$ cat src/rtl/beep_pkg.sv
// Shared definitions for the beep melody player: note codes, FSM states and
// the per-note half-period table derived from the system clock frequency.
package beep_pkg;

    localparam int unsigned NOTE_W    = 4;
    localparam int unsigned TONE_W    = 17;
    localparam int unsigned NUM_NOTES = 16;

    localparam logic [NOTE_W-1:0] NOTE_REST = 4'd0;
    localparam logic [NOTE_W-1:0] NOTE_C4   = 4'd1;
    localparam logic [NOTE_W-1:0] NOTE_CS4  = 4'd2;
    localparam logic [NOTE_W-1:0] NOTE_D4   = 4'd3;
    localparam logic [NOTE_W-1:0] NOTE_DS4  = 4'd4;
    localparam logic [NOTE_W-1:0] NOTE_E4   = 4'd5;
    localparam logic [NOTE_W-1:0] NOTE_F4   = 4'd6;
    localparam logic [NOTE_W-1:0] NOTE_FS4  = 4'd7;
    localparam logic [NOTE_W-1:0] NOTE_G4   = 4'd8;
    localparam logic [NOTE_W-1:0] NOTE_GS4  = 4'd9;
    localparam logic [NOTE_W-1:0] NOTE_A4   = 4'd10;
    localparam logic [NOTE_W-1:0] NOTE_AS4  = 4'd11;
    localparam logic [NOTE_W-1:0] NOTE_B4   = 4'd12;
    localparam logic [NOTE_W-1:0] NOTE_C5   = 4'd13;
    localparam logic [NOTE_W-1:0] NOTE_D5   = 4'd14;
    localparam logic [NOTE_W-1:0] NOTE_E5   = 4'd15;

    typedef enum logic [1:0] {
        ST_IDLE = 2'd0,
        ST_PLAY = 2'd1,
        ST_GAP  = 2'd2,
        ST_DONE = 2'd3
    } state_e;

    typedef logic [NUM_NOTES-1:0][TONE_W-1:0] half_tbl_t;

    // Equal-temperament pitches rounded to whole hertz
    function automatic int unsigned note_freq_hz(input logic [NOTE_W-1:0] code);
        case (code)
            NOTE_C4:  return 262;
            NOTE_CS4: return 277;
            NOTE_D4:  return 294;
            NOTE_DS4: return 311;
            NOTE_E4:  return 330;
            NOTE_F4:  return 349;
            NOTE_FS4: return 370;
            NOTE_G4:  return 392;
            NOTE_GS4: return 415;
            NOTE_A4:  return 440;
            NOTE_AS4: return 466;
            NOTE_B4:  return 494;
            NOTE_C5:  return 523;
            NOTE_D5:  return 587;
            NOTE_E5:  return 659;
            default:  return 0;
        endcase
    endfunction

    // round(clk_hz / (2*f)) per note; the rest entry stays zero
    function automatic half_tbl_t half_table(input int unsigned clk_hz);
        half_tbl_t   tbl;
        int unsigned f;
        tbl = '0;
        for (int i = 0; i < NUM_NOTES; i++) begin
            f = note_freq_hz(NOTE_W'(i));
            if (f != 0) begin
                tbl[i] = TONE_W'((clk_hz + f) / (2 * f));
            end
        end
        return tbl;
    endfunction

endpackage

$ cat src/rtl/beep_song_rom.sv
// Fixed melody storage: four songs of sixteen 4-bit note codes, beat 0 in the
// least-significant nibble of each song word.
module beep_song_rom
    import beep_pkg::*;
(
    input  logic [1:0]        song,
    input  logic [3:0]        idx,
    output logic [NOTE_W-1:0] note_c
);

    localparam logic [63:0] SONG0 = 64'hDF0D_CA08_A0C8_DA0A;
    localparam logic [63:0] SONG1 = 64'h1357_8A0C_1357_8AC0;
    localparam logic [63:0] SONG2 = 64'h0E0E_DDCC_AA88_5310;
    localparam logic [63:0] SONG3 = 64'h1111_0000_3355_88AA;

    logic [63:0] song_bits_c;

    always_comb begin
        song_bits_c = SONG0;
        case (song)
            2'd0:    song_bits_c = SONG0;
            2'd1:    song_bits_c = SONG1;
            2'd2:    song_bits_c = SONG2;
            default: song_bits_c = SONG3;
        endcase
        note_c = song_bits_c[{idx, 2'b00} +: NOTE_W];
    end

endmodule

$ cat src/rtl/beep_melody_player.sv
// Beat-driven melody player: steps a note ROM on each rhythm tick and drives
// a square wave on beep. Define BEEP_ARTIC_EN for a silent gap after each beat.
module beep_melody_player
    import beep_pkg::*;
#(
    parameter int unsigned CLK_HZ    = 50_000_000,
`ifdef BEEP_ARTIC_EN
    parameter int unsigned ARTIC_CYC = 1_000_000,
`endif
    parameter int unsigned SONG_LEN  = 16
) (
    input  logic       clk_50MHz,
    input  logic       rst_n,
    input  logic       rhythm_tick,
    input  logic       start,
    input  logic       stop,
    input  logic [1:0] song_sel,
    output logic       beep,
    output logic       busy,
    output logic       done,
    output logic [3:0] note_idx
);

    localparam half_tbl_t HALF_TBL = half_table(CLK_HZ);

    state_e              state_q, state_d;
    logic [3:0]          note_idx_q, note_idx_d;
    logic [TONE_W-1:0]   tone_cnt_q, tone_cnt_d;
    logic [1:0]          song_q, song_d;
    logic                beep_q, beep_d;
    logic                busy_q, busy_d;
    logic                done_q, done_d;
    logic [NOTE_W-1:0]   note_c;
    logic [TONE_W-1:0]   half_c;
    logic                last_beat_c;

`ifdef BEEP_ARTIC_EN
    localparam int unsigned GAP_W = (ARTIC_CYC > 1) ? $clog2(ARTIC_CYC) : 1;
    logic [GAP_W-1:0]    gap_cnt_q, gap_cnt_d;
`endif

    beep_song_rom u_rom (
        .song   (song_q),
        .idx    (note_idx_q),
        .note_c (note_c)
    );

    assign half_c      = HALF_TBL[note_c];
    assign last_beat_c = (note_idx_q == 4'(SONG_LEN - 1));

    // Next-state, tone generation and beat stepping
    always_comb begin
        state_d    = state_q;
        note_idx_d = note_idx_q;
        tone_cnt_d = tone_cnt_q;
        song_d     = song_q;
        beep_d     = beep_q;
`ifdef BEEP_ARTIC_EN
        gap_cnt_d  = gap_cnt_q;
`endif
        case (state_q)
            ST_IDLE: begin
                beep_d     = 1'b0;
                tone_cnt_d = '0;
                if (start) begin
                    state_d    = ST_PLAY;
                    song_d     = song_sel;
                    note_idx_d = '0;
                end
            end
            ST_PLAY: begin
                if (stop) begin
                    state_d    = ST_IDLE;
                    beep_d     = 1'b0;
                    tone_cnt_d = '0;
                end else if (rhythm_tick) begin
                    beep_d     = 1'b0;
                    tone_cnt_d = '0;
                    if (last_beat_c) begin
                        state_d = ST_DONE;
                    end else begin
                        note_idx_d = note_idx_q + 4'd1;
`ifdef BEEP_ARTIC_EN
                        state_d    = ST_GAP;
                        gap_cnt_d  = '0;
`endif
                    end
                end else if (note_c == NOTE_REST) begin
                    beep_d     = 1'b0;
                    tone_cnt_d = '0;
                end else if (tone_cnt_q == half_c - TONE_W'(1)) begin
                    tone_cnt_d = '0;
                    beep_d     = ~beep_q;
                end else begin
                    tone_cnt_d = tone_cnt_q + TONE_W'(1);
                end
            end
`ifdef BEEP_ARTIC_EN
            // Silent articulation window; a tick here still advances the beat
            ST_GAP: begin
                beep_d     = 1'b0;
                tone_cnt_d = '0;
                if (stop) begin
                    state_d = ST_IDLE;
                end else if (rhythm_tick) begin
                    if (last_beat_c) begin
                        state_d = ST_DONE;
                    end else begin
                        note_idx_d = note_idx_q + 4'd1;
                        gap_cnt_d  = '0;
                    end
                end else if (gap_cnt_q == GAP_W'(ARTIC_CYC - 1)) begin
                    state_d = ST_PLAY;
                end else begin
                    gap_cnt_d = gap_cnt_q + GAP_W'(1);
                end
            end
`endif
            ST_DONE: begin
                state_d    = ST_IDLE;
                beep_d     = 1'b0;
                tone_cnt_d = '0;
            end
            default: begin
                state_d    = ST_IDLE;
                beep_d     = 1'b0;
                tone_cnt_d = '0;
            end
        endcase
        busy_d = (state_d == ST_PLAY) || (state_d == ST_GAP);
        done_d = (state_d == ST_DONE);
    end

    always_ff @(posedge clk_50MHz or negedge rst_n) begin
        if (!rst_n) begin
            state_q    <= ST_IDLE;
            note_idx_q <= '0;
            tone_cnt_q <= '0;
            song_q     <= '0;
            beep_q     <= 1'b0;
            busy_q     <= 1'b0;
            done_q     <= 1'b0;
`ifdef BEEP_ARTIC_EN
            gap_cnt_q  <= '0;
`endif
        end else begin
            state_q    <= state_d;
            note_idx_q <= note_idx_d;
            tone_cnt_q <= tone_cnt_d;
            song_q     <= song_d;
            beep_q     <= beep_d;
            busy_q     <= busy_d;
            done_q     <= done_d;
`ifdef BEEP_ARTIC_EN
            gap_cnt_q  <= gap_cnt_d;
`endif
        end
    end

    assign beep     = beep_q;
    assign busy     = busy_q;
    assign done     = done_q;
    assign note_idx = note_idx_q;

endmodule
$ cat config.mk
export PLATFORM = sky130hd
export DESIGN_NAME = beep_melody_player
export DESIGN_NICKNAME = d
export VERILOG_FILES = /design/src/rtl/beep_pkg.sv /design/src/rtl/beep_song_rom.sv /design/src/rtl/beep_melody_player.sv
export SDC_FILE = /design/constraint.sdc
export NUM_CORES = 1
export LEC_CHECK = 0
export CORE_UTILIZATION = 40
export DETAILED_ROUTE_END_ITERATION = 16
export GPL_TIMING_DRIVEN = 0
export SYNTH_ARGS = -nofsm -noshare
export SYNTH_HDL_FRONTEND = slang
export SYNTH_SLANG_ARGS = --single-unit
$ cat constraint.sdc
create_clock -name clk_50MHz -period 4.8 [get_ports clk_50MHz]
set_clock_uncertainty 0.2 [all_clocks]
set_input_delay 0.72 -clock clk_50MHz [delete_from_list [all_inputs] [get_ports clk_50MHz]]
set_output_delay 0.72 -clock clk_50MHz [all_outputs]
set_load 0.05 [all_outputs]
==> results.md, run 1 <==
- Vias in the first global route: 3283
- Clock sinks: 28
- GRT overflow: 0
- Required time worst endpoint: about 4.8 ns
- Setup Viol. Count Final: 18
- Comb pwr share: 82.1%
- 1st-iter DRT viols: 242
- Syn_nets: 434
- Die span in x: between 90 and 100 um
- Final Hold Viols: 0
- Mapped Cells: 409
- Most frequent cells in the layout: 37 x buf_4, 35 x nand2_1, 24 x nor2_1, 24 x dfrtp_1, 22 x xnor2_1
- Clock Latency Late Sink: 0.28 ns
- Worst-Margin Slew: about 0.72 ns
- CTS H-tree lvls: 1
- Row cnt: 32
- Share of layout cells above drive strength 1: 29.5%
- Root Buffer: clkbuf_8
- Critical Path AT: 4.87 ns
- WS Path Type: reg -> reg
- EDFF count, synth: 0
- GRT Total Usage: 23.4%
- Vias per cell: roughly 6
- Total CTS buffers: 3
- Failing checks: negative setup slack
- Highest clock rate: 206 MHz
- Crit Path Max Fanout: 6
- Startpoint Class: register
- Initial antenna violation count: 0
- Power density cells: about 530 mW/mm^2
- Unrepaired setup endpoints after global routing: yes
- CTS tree: yes
- Initial DRT Pass Iterations: 5
- Synthesized area: 0.00331 mm^2
- Area Growth Syn to Fin: 31.2%
- Via count: 3448
- Setup ws final: -0.0646 ns
- Core box area: 0.00785 mm^2
- Post-layout util: 55.3%
- Largest net degree at the start of global routing: 29
- Top Ports: 14
- Max clock buf depth: 2
- Hold/Removal Path Class: in -> async
- Die area: around 0.0086 mm^2
- P_leak: 1.71 nW
- Reg2reg path depth: 21
- Slew headroom: between 50% and 60%
- Seq/Total Area, Yosys: 21.2%
- PortBufs: 13
- Die Y: 92.9 um
- Post-DP HPWL: 6.86 mm
- Sw power: 1.14 mW
- Initial Utilization: 42.1%
- First-pass GRT wire length: 16.2 mm
- Synth warn: 0
- Min cycle time layout: roughly 5 ns
- Final wirelength: 9.92 mm
- Setup TNS: -0.439 ns
- Syn_area_per_cell: ~8.1 um^2
- CP Capture Type: register
- Antenna-violating nets left: 0
- Nets@finish: 491
- Placer's final routability congestion estimate: 0.944
- Clock transition at path regs: approximately 0.090 ns
- Sw frac: approximately 50%
- Outcome: finished, violations left
- Overall power: roughly 2.3 mW
- Seq pwr share: 11.5%
- # diodes: 0
- Share of flip-flops with an asynchronous set or reset: 100%
- Max-cap violation count: 0
- Distinct cell type count after synthesis: between 70 and 80
- Commonest non-fill, non-tap cell in the layout: buf_4
- Max IR drop VDD: 0.251 mV
- Crit share post-route: 101%
- FF+latch count, synth: 28
- Slew Limit Fails: 0
- DR WL/cell: 17.5 um
- Int Pwr: 1.14 mW
- Prevailing post-synth register cell: dfrtp_1
- Clock power share: between 6 and 7%
- DRC: 0
logic make-up (layout without fill, tap and decap cells):
logic type      after synthesis  count (layout)  synth area share, %
compound gates              106             106                 25.1
xor+xnor                     41              41                 10.9
fa+ha+maj                    18              18                 6.81
buf+inv                      41              97                 5.90
flops                        28              28                 21.2
mux                          12              12                 3.71
simple gates                163             163                 26.4
final timing paths:
kind                       slack [ns]        endpoint        from
max in group asynchronous        3.70     note_idx[0]       rst_n
max reg2reg                     -0.06            beep   song_q[1]
min in group clk_50MHz           0.34     note_idx[1]  state_q[1]
min                              0.25  tone_cnt_q[11]       rst_n
min reg2reg                      0.34     note_idx[1]  state_q[1]
max                             -0.06            beep   song_q[1]
per-layer routing:
metal / part of all wire (%) / track usage, %
met5: 0 / 0
met4: 3.4 / 8.33
met3: 5.6 / 1.97
met2: 46 / 37.3
met1: 45 / 32.8
worst max-delay path, stage by stage (launching register included):
cell and delay (ns):
dfrtp_2 0.46, clkinv_4 0.12, ha_4 0.26, nor2b_1 0.13
a211o_1 0.23, a221oi_2 0.21, or2_1 0.17, buf_6 0.16
buf_6 0.14, ha_4 0.14, inv_2 0.03, o211ai_1 0.16
buf_4 0.16, buf_4 0.10, o22ai_2 0.09, and3_1 0.19
buf_6 0.13, a211o_1 0.29, a2111o_1 0.41, a2111o_1 0.43
or4_4 0.44, a21oi_2 0.14
registers in the layout, summed over array words and instances (netlist names):
name	cells
state_q	2
tone_cnt_q	17
beep	1
busy	1
note_idx	4
done	1
song_q	2
through the flow:
stage                     hold slack [ns]  std cells  cell area (um^2)  worst slack (ns)
after floorplan                     0.224        409              3410           0.00662
after global placement              0.311        524              3660            -0.722
after detailed placement            0.326        524              3660            -0.743
after CTS                           0.350        554              4070           -0.0698
after global routing                0.297        567              4340            -0.250
final                               0.248        567              4340           -0.0646
synth_stat cells, types with 5 or more instances:
| master | n | share of area, % |
|---|---|---|
| nand4_1 | 6 | 1.1 |
| ha_1 | 18 | 6.8 |
| xor2_1 | 19 | 5.0 |
| nor3_1 | 23 | 3.5 |
| o211ai_1 | 5 | 1.1 |
| nand3_1 | 20 | 3.0 |
| o21a_1 | 6 | 1.4 |
| a31oi_1 | 5 | 0.95 |
| mux2i_1 | 10 | 3.0 |
| buf_2 | 9 | 1.4 |
| xnor2_1 | 22 | 5.8 |
| nor2_1 | 25 | 2.8 |
| a211oi_1 | 5 | 1.1 |
| a21oi_1 | 17 | 2.6 |
| nand2_1 | 36 | 4.1 |
| clkbuf_1 | 11 | 1.2 |
| and3_1 | 9 | 1.7 |
| nand2b_1 | 6 | 1.1 |
| dfrtp_1 | 28 | 21 |
| o21ai_0 | 13 | 2.0 |
| nor2b_1 | 8 | 1.5 |
| inv_1 | 12 | 1.4 |
power by group through the flow:
| stage | combinational [mW] | clock (mW) | sequential, mW |
|---|---|---|---|
| after floorplan | 1.11 | 0 | 0.283 |
| after global placement | 1.42 | 0 | 0.269 |
| after detailed placement | 1.42 | 0 | 0.269 |
| after CTS | 1.67 | 0.152 | 0.261 |
| after global routing | 2.02 | 0.162 | 0.264 |
| final | 1.87 | 0.147 | 0.262 |
layout make-up:
class	instances	area, um^2
repair buffers	55	460
fillers	733	3510
clock buffers	4	55.1
plain buffers	24	165
flip-flops and latches	28	706
multi-input cells	340	2750
inverters	14	75.1
well taps	102	128
what timing repair did:
item	CTS	global route
hold buffers	0	0
pin swaps	14	28
gates cloned	1	1
resized for setup	30	44
setup buffers	25	15
endpoints found under the setup margin	18	18
Note: power is estimated with default switching activity, not from simulation.
==> run 2, diff against run 1 <==
--- a/config.mk
+++ b/config.mk
@@ -5,9 +5,12 @@
 export SDC_FILE = /design/constraint.sdc
 export NUM_CORES = 1
 export LEC_CHECK = 0
+export CORE_ASPECT_RATIO = 0.8
 export CORE_UTILIZATION = 40
 export DETAILED_ROUTE_END_ITERATION = 16
 export GPL_TIMING_DRIVEN = 0
+export RECOVER_POWER = 100
+export SLEW_MARGIN = 20
 export SYNTH_ARGS = -nofsm -noshare
 export SYNTH_HDL_FRONTEND = slang
 export SYNTH_SLANG_ARGS = --single-unit
==> run 2 against run 1 <==
Compared with the run above: the flow still finishes with violations (negative setup slack); sequential power is essentially flat; clock power shrank 13%; design area increased by 1.3%; power up 4.9%; first-iteration DRC count rose by 9.9%; global-route usage fell by 0.17 points; flip-flop and latch count stayed put; die area about the same.
==> results.md, run 2 (synthesized netlist as in run 1, its figures left out) <==
- Outcome: finished, violations left (unchanged)
- Failing checks: negative setup slack (unchanged)
- Unrepaired setup endpoints after global routing: yes (unchanged)
- Critical Path AT: 4.98 ns (was 4.87 ns)
- Largest net degree at the start of global routing: 29 (unchanged)
- Total CTS buffers: 3 (unchanged)
- Antenna-violating nets left: 0 (unchanged)
- CP Capture Type: register (unchanged)
- Vias per cell: 5.91 (was 6.08)
- Area Growth Syn to Fin: 32.9% (was 31.2%)
- Final Hold Viols: 0 (unchanged)
- Post-layout util: 55.0% (was 55.3%)
- Slew Limit Fails: 0 (unchanged)
- Row cnt: 29 (was 32)
- Post-DP HPWL: 7.03 mm (was 6.86 mm)
- Share of layout cells above drive strength 1: 29.4% (was 29.5%)
- Setup Viol. Count Final: 18 (unchanged)
- Commonest non-fill, non-tap cell in the layout: buf_4 (unchanged)
- DRC: 0 (unchanged)
- Setup ws final: -0.180 ns (was -0.0646 ns)
- Die Y: 83.3 um (was 92.9 um)
- Clock sinks: 28 (unchanged)
- PortBufs: 13 (unchanged)
- Area of the multi-input gates: 0.00274 mm^2 (was 0.00275 mm^2)
- Min cycle time layout: 4.98 ns (was 4.86 ns)
- Initial Utilization: 41.4% (was 42.1%)
- First-pass GRT wire length: 16.3 mm (was 16.2 mm)
- GRT overflow: 0 (unchanged)
- Startpoint Class: register (unchanged)
- GRT Total Usage: 23.2% (was 23.4%)
- Post-CTS Hold Buffers: 0 (unchanged)
- Power density cells: 545 mW/mm^2 (was 526 mW/mm^2)
- Sequential Area: 706 um^2 (unchanged)
- Fillers: 731 (was 733)
- Clock Latency Late Sink: 0.27 ns (was 0.28 ns)
- Die span in x: 104 um (was 92.9 um)
- CTS tree: yes (unchanged)
- Largest Register: tone_cnt_q (unchanged)
- Via count: 3408 (was 3448)
- 1st-iter DRT viols: 266 (was 242)
- Die area: 0.00863 mm^2 (about the same)
- # diodes: 0 (unchanged)
- DR WL/cell: 17.6 um (was 17.5 um)
- Core box area: 0.00798 mm^2 (was 0.00785 mm^2)
- Required time worst endpoint: 4.80 ns (was 4.81 ns)
- Final wirelength: 10.2 mm (was 9.92 mm)
- Clock transition at path regs: 0.09 ns (about the same)
- Crit Path Max Fanout: 10 (was 6)
- Final Non-Filler Cells: 577 (was 567)
- Highest clock rate: 201 MHz (was 206 MHz)
- Max-cap violation count: 0 (unchanged)
- Slew headroom: 1.36% (was 51.8%)
- WS Path Type: reg -> reg (unchanged)
- Initial antenna violation count: 0 (unchanged)
- DP Cell Count: 530 (was 524)
- Max IR drop VDD: 0.202 mV (was 0.251 mV)
- Hold/Removal Path Class: reg -> reg (was in -> async)
- Root Buffer: clkbuf_8 (unchanged)
- Max clock buf depth: 2 (unchanged)
- CTS H-tree lvls: 1 (unchanged)
- P_leak: 1.76 nW (was 1.71 nW)
- Vias in the first global route: 3215 (was 3283)
- Top Ports: 14 (unchanged)
- Worst-Margin Slew: 1.48 ns (was 0.716 ns)
- Most frequent cells in the layout: 41 x buf_4, 35 x nand2_1, 24 x dfrtp_1, 23 x nor2_1, 22 x xnor2_1 (was 37 x buf_4, 35 x nand2_1, 24 x nor2_1, 24 x dfrtp_1, 22 x xnor2_1)
- Overall power: 2.39 mW (was 2.28 mW)
- Crit share post-route: 104% (was 101%)
- Nets@finish: 495 (was 491)
- Flip-flop count of the largest register after layout: 17 (unchanged)
- Placer's final routability congestion estimate: 0.905 (was 0.944)
- Initial DRT Pass Iterations: 5 (unchanged)
==> run 2: cell types whose count changed in the layout (fill, tap and decap cells not counted), sizes merged <==
cell           previous run  this run
buf                      58        60
clkbuf                   13        15
clkdlybuf4s50            12         3
dlygate4sd3               0         9
==> run 2: path summary, 6_finish.rpt <==
check,from,endpoint,slack [ns],cells after the start
setup reg to reg,song_q[1],beep,-0.18,20
min in group asynchronous,rst_n,beep,0.59,1
setup / recovery,song_q[1],beep,-0.18,20
hold reg to reg,tone_cnt_q[0],tone_cnt_q[0],0.35,1
hold / removal,tone_cnt_q[0],tone_cnt_q[0],0.35,1
max in group asynchronous,rst_n,note_idx[0],2.85,1
==> run 2: repair_timing <==
item	in CTS	in global routing
pin swaps	13	10
gates resized for setup	41	30
setup buffers	29	14
setup endpoints to repair	18	18
gates cloned	1	1
==> run 2: worst max-delay path, cell delays in order, from the launching register on <==
cell and delay, ns:
dfrtp_2 0.44, inv_4 0.08, ha_2 0.21, or3b_1 0.37, a311o_1 0.31, a31oi_2 0.20
nor2_2 0.08, buf_6 0.12, buf_8 0.13, buf_12 0.13, mux2i_4 0.20, ha_4 0.17
inv_2 0.04, a221oi_4 0.21, o2111ai_4 0.19, nor4b_4 0.36, nor3_2 0.08, a2111o_1 0.31
a2111o_1 0.40, or4_4 0.55, a21oi_2 0.12
==> run 2: routing by layer <==
metal | part of all wire, % | vias to the layer above | wire length, um | global-route usage, %
met4 | 2.5 | 0 | 250 | 6.85
met2 | 43 | 124 | 4340 | 34.5
met1 | 48 | 1632 | 4900 | 35.1
met3 | 6.6 | 25 | 675 | 2.12
li1 | - | 1627 | - | -
met5 | 0 | - | 0 | 0
==> run 2: metrics by stage <==
step	area (um^2)	TNS, ns	setup WS (ns)	hold WS [ns]
6_report	4390	-2.50	-0.180	0.349
5_1_grt	4390	-5.69	-0.327	0.398
4_1_cts	4140	-0.995	-0.0926	0.280
3_5_place_dp	3670	-10.64	-0.692	0.333
3_3_place_gp	3670	-10.49	-0.696	0.309
2_1_floorplan	3410	0	0.00662	0.224
==> run 2: power by group <==
group	internal [mW]	total (mW)	switching (mW)
logic	0.896	2.00	1.11
clock network	0.0594	0.128	0.0686
registers	0.248	0.262	0.0148
total	1.20	2.39	1.19
==> run 2: area by class of cell <==
class	instances	share of cell area [%]
timing repair buffer	58	11.6
sequential	28	16.1
multi-input combinational	340	62.3
buffer	25	4.24
inverter	14	1.71
tap	108	3.08
clock buffer	4	1.03
==> run 3, diff against run 2 <==
--- a/config.mk
+++ b/config.mk
@@ -6,9 +6,10 @@
 export NUM_CORES = 1
 export LEC_CHECK = 0
 export CORE_ASPECT_RATIO = 0.8
-export CORE_UTILIZATION = 40
+export CORE_UTILIZATION = 55
 export DETAILED_ROUTE_END_ITERATION = 16
 export GPL_TIMING_DRIVEN = 0
+export PLACE_DENSITY = 0.76
 export RECOVER_POWER = 100
 export SLEW_MARGIN = 20
 export SYNTH_ARGS = -nofsm -noshare
==> run 3 against run 2 <==
Compared with the run above: the flow still finishes with violations (negative setup slack); non-clock buffer count up 6; maximum frequency up 2.0%; setup slack better by 0.097 ns; die area down 27%; routed wire length increased by 5.7%; power rose by 4.5%.
==> results.md, run 3 (synthesized netlist as in run 1, its figures left out) <==
- Outcome: finished, violations left (unchanged)
- Crit Path Max Fanout: 6 (was 10)
- Crit share post-route: 102% (was 104%)
- CP Capture Type: register (unchanged)
- Setup ws final: -0.0823 ns (was -0.180 ns)
- P_leak: 1.79 nW (was 1.76 nW)
- Slew headroom: 2.91% (was 1.36%)
- Clock Latency Late Sink: 0.28 ns (was 0.27 ns)
- Power density cells: 564 mW/mm^2 (was 545 mW/mm^2)
- Post-CTS Hold Buffers: 0 (unchanged)
- DRC: 0 (unchanged)
- Via count: 3723 (was 3408)
- Max-cap violation count: 0 (unchanged)
- Delay of the slowest critical-path stage: 0.50 ns (was 0.55 ns)
- Clock sinks: 28 (unchanged)
- DP Cell Count: 500 (was 530)
- Initial DRT Pass Iterations: 5 (unchanged)
- Total CTS buffers: 3 (unchanged)
- CTS H-tree lvls: 1 (unchanged)
- Critical Path AT: 4.89 ns (was 4.98 ns)
- Max clock buf depth: 2 (unchanged)
- Final Hold Viols: 0 (unchanged)
- Failing checks: negative setup slack (unchanged)
- Final Non-Filler Cells: 553 (was 577)
- CP max stage cell: dfrtp_2 (was or4_4)
- Highest clock rate: 205 MHz (was 201 MHz)
- 1st-iter DRT viols: 522 (was 266)
- Setup Viol. Count Final: 18 (unchanged)
- Root Buffer: clkbuf_8 (unchanged)
- GRT Total Usage: 32.5% (was 23.2%)
- Die area: 0.00633 mm^2 (was 0.00863 mm^2)
- Slew Limit Fails: 0 (unchanged)
- Family with the most delay on the worst path: compound AO/OA/AOI/OAI gates (unchanged)
- Core box area: 0.00562 mm^2 (was 0.00798 mm^2)
- WS Path Type: reg -> reg (unchanged)
- Worst-Margin Slew: 1.46 ns (was 1.48 ns)
- Fillers: 366 (was 731)
- GRT overflow: 0 (unchanged)
- Vias in the first global route: 3315 (was 3215)
- PortBufs: 13 (unchanged)
- Share of layout cells above drive strength 1: 30.5% (was 29.4%)
- Area Growth Syn to Fin: 34.3% (was 32.9%)
- First-pass GRT wire length: 16.1 mm (was 16.3 mm)
- Commonest non-fill, non-tap cell in the layout: buf_4 (unchanged)
- Most frequent cells in the layout: 45 x buf_4, 35 x nand2_1, 24 x nor2_1, 24 x dfrtp_1, 22 x xnor2_1 (was 41 x buf_4, 35 x nand2_1, 24 x dfrtp_1, 23 x nor2_1, 22 x xnor2_1)
- Antenna-violating nets left: 0 (unchanged)
- Min cycle time layout: 4.88 ns (was 4.98 ns)
- Post-layout util: 79.1% (was 55.0%)
- Largest net degree at the start of global routing: 29 (unchanged)
- Largest Register: tone_cnt_q (unchanged)
- DP Worst Slack: -0.702 ns (was -0.692 ns)
- Startpoint Class: register (unchanged)
- Die span in x: 88.7 um (was 104 um)
- Final wirelength: 10.7 mm (was 10.2 mm)
- # diodes: 0 (unchanged)
- Flip-flop count of the largest register after layout: 17 (unchanged)
- Crit-path cells: inv_4 -> ha_4 -> mux2i_1 -> a22oi_1 -> a221oi_2 -> or2_1 -> buf_6 -> buf_6 -> ha_4 -> buf_4 -> o311ai_2 -> o21ai_0 -> nor2_1 -> nand4b_1 -> a2111o_1 -> a2111o_1 -> or4_1 -> a21oi_1 (was inv_4 -> ha_2 -> or3b_1 -> a311o_1 -> a31oi_2 -> nor2_2 -> buf_6 -> buf_8 -> buf_12 -> mux2i_4 -> ha_4 -> inv_2 -> a221oi_4 -> o2111ai_4 -> nor4b_4 -> nor3_2 -> a2111o_1 -> a2111o_1 -> or4_4 -> a21oi_2)
- CTS tree: yes (unchanged)
- Nets@finish: 501 (was 495)
- Top Ports: 14 (unchanged)
- Vias per cell: 6.73 (was 5.91)
- Initial Utilization: 58.9% (was 41.4%)
- Hold/Removal Path Class: reg -> reg (unchanged)
- Unrepaired setup endpoints after global routing: yes (unchanged)
- Required time worst endpoint: 4.80 ns (about the same)
- DR WL/cell: 19.4 um (was 17.6 um)
- Placer's final routability congestion estimate: 0.994 (was 0.905)
- Post-DP HPWL: 6.88 mm (was 7.03 mm)
- Row cnt: 24 (was 29)
- Max IR drop VDD: 0.281 mV (was 0.202 mV)
- Clock transition at path regs: 0.10 ns (was 0.09 ns)
- Die Y: 71.3 um (was 83.3 um)
- Initial antenna violation count: 0 (unchanged)
- CP bufs+invs: 4 (was 5)
[run 3: changes by cell type in the layout (fill, tap and decap cells not counted), sizes merged]
cell    delta
buf        +6
inv        +1
clkinv     -1
[run 3: layout make-up]
cell class | count | area [um^2] | share of cell area (%)
clock buffers | 4 | 55.1 | 1.24
multi-input cells | 340 | 2780 | 62.5
plain buffers | 24 | 175 | 3.95
inverters | 14 | 67.6 | 1.52
well taps | 78 | 97.6 | 2.20
flip-flops and latches | 28 | 706 | 15.9
repair buffers | 65 | 562 | 12.7
[run 3: worst min-delay path: stages, from the launching register on]
cell	delay, ns
dfrtp_1	0.40
nand2_1	0.06
o21ai_0	0.06
[run 3: what timing repair did]
item | in CTS | in global routing
pin swaps | 14 | 18
endpoints found under the setup margin | 18 | 18
setup buffers | 26 | 25
gates cloned | 1 | 0
resized for setup | 38 | 37
[run 3: path summary, 6_finish.rpt]
check,startpoint,slack (ns),cells past startpoint,endpoint
worst min-delay path,state_q[0],0.35,2,note_idx[0]
worst min register to register,state_q[0],0.35,2,note_idx[0]
worst max-delay path,song_q[0],-0.08,18,beep
min in group asynchronous,rst_n,0.57,1,tone_cnt_q[10]
max in group asynchronous,rst_n,2.87,1,note_idx[1]
worst max register to register,song_q[0],-0.08,18,beep
[run 3: layer usage]
layer  wire length, um  part of all wire [%]  vias to the layer above  GRT usage [%]
li1                  -                     -                     1641              -
met1              4420                    41                     1708           48.5
met2              4680                    44                      309           49.3
met3              1270                    12                       65           4.03
met4               376                   3.5                        0           9.14
met5                 0                     0                        -              0
[run 3: power breakdown]
part	internal (mW)	leakage (nW)	switching [mW]	total, mW
clock	0.0735	0.0288	0.0725	0.146
combinational	0.931	1.39	1.16	2.09
sequential	0.248	0.377	0.0166	0.264
[run 3: through the flow]
step	power, mW	hold WS [ns]	setup TNS (ns)	cell area [um^2]
5_1_grt	2.59	0.386	-2.12	4440
2_1_floorplan	1.39	0.224	0	3410
6_report	2.50	0.349	-0.773	4440
3_5_place_dp	1.70	0.323	-10.77	3630
4_1_cts	2.13	0.260	-0.00280	4080
3_3_place_gp	1.66	0.315	-8.67	3630
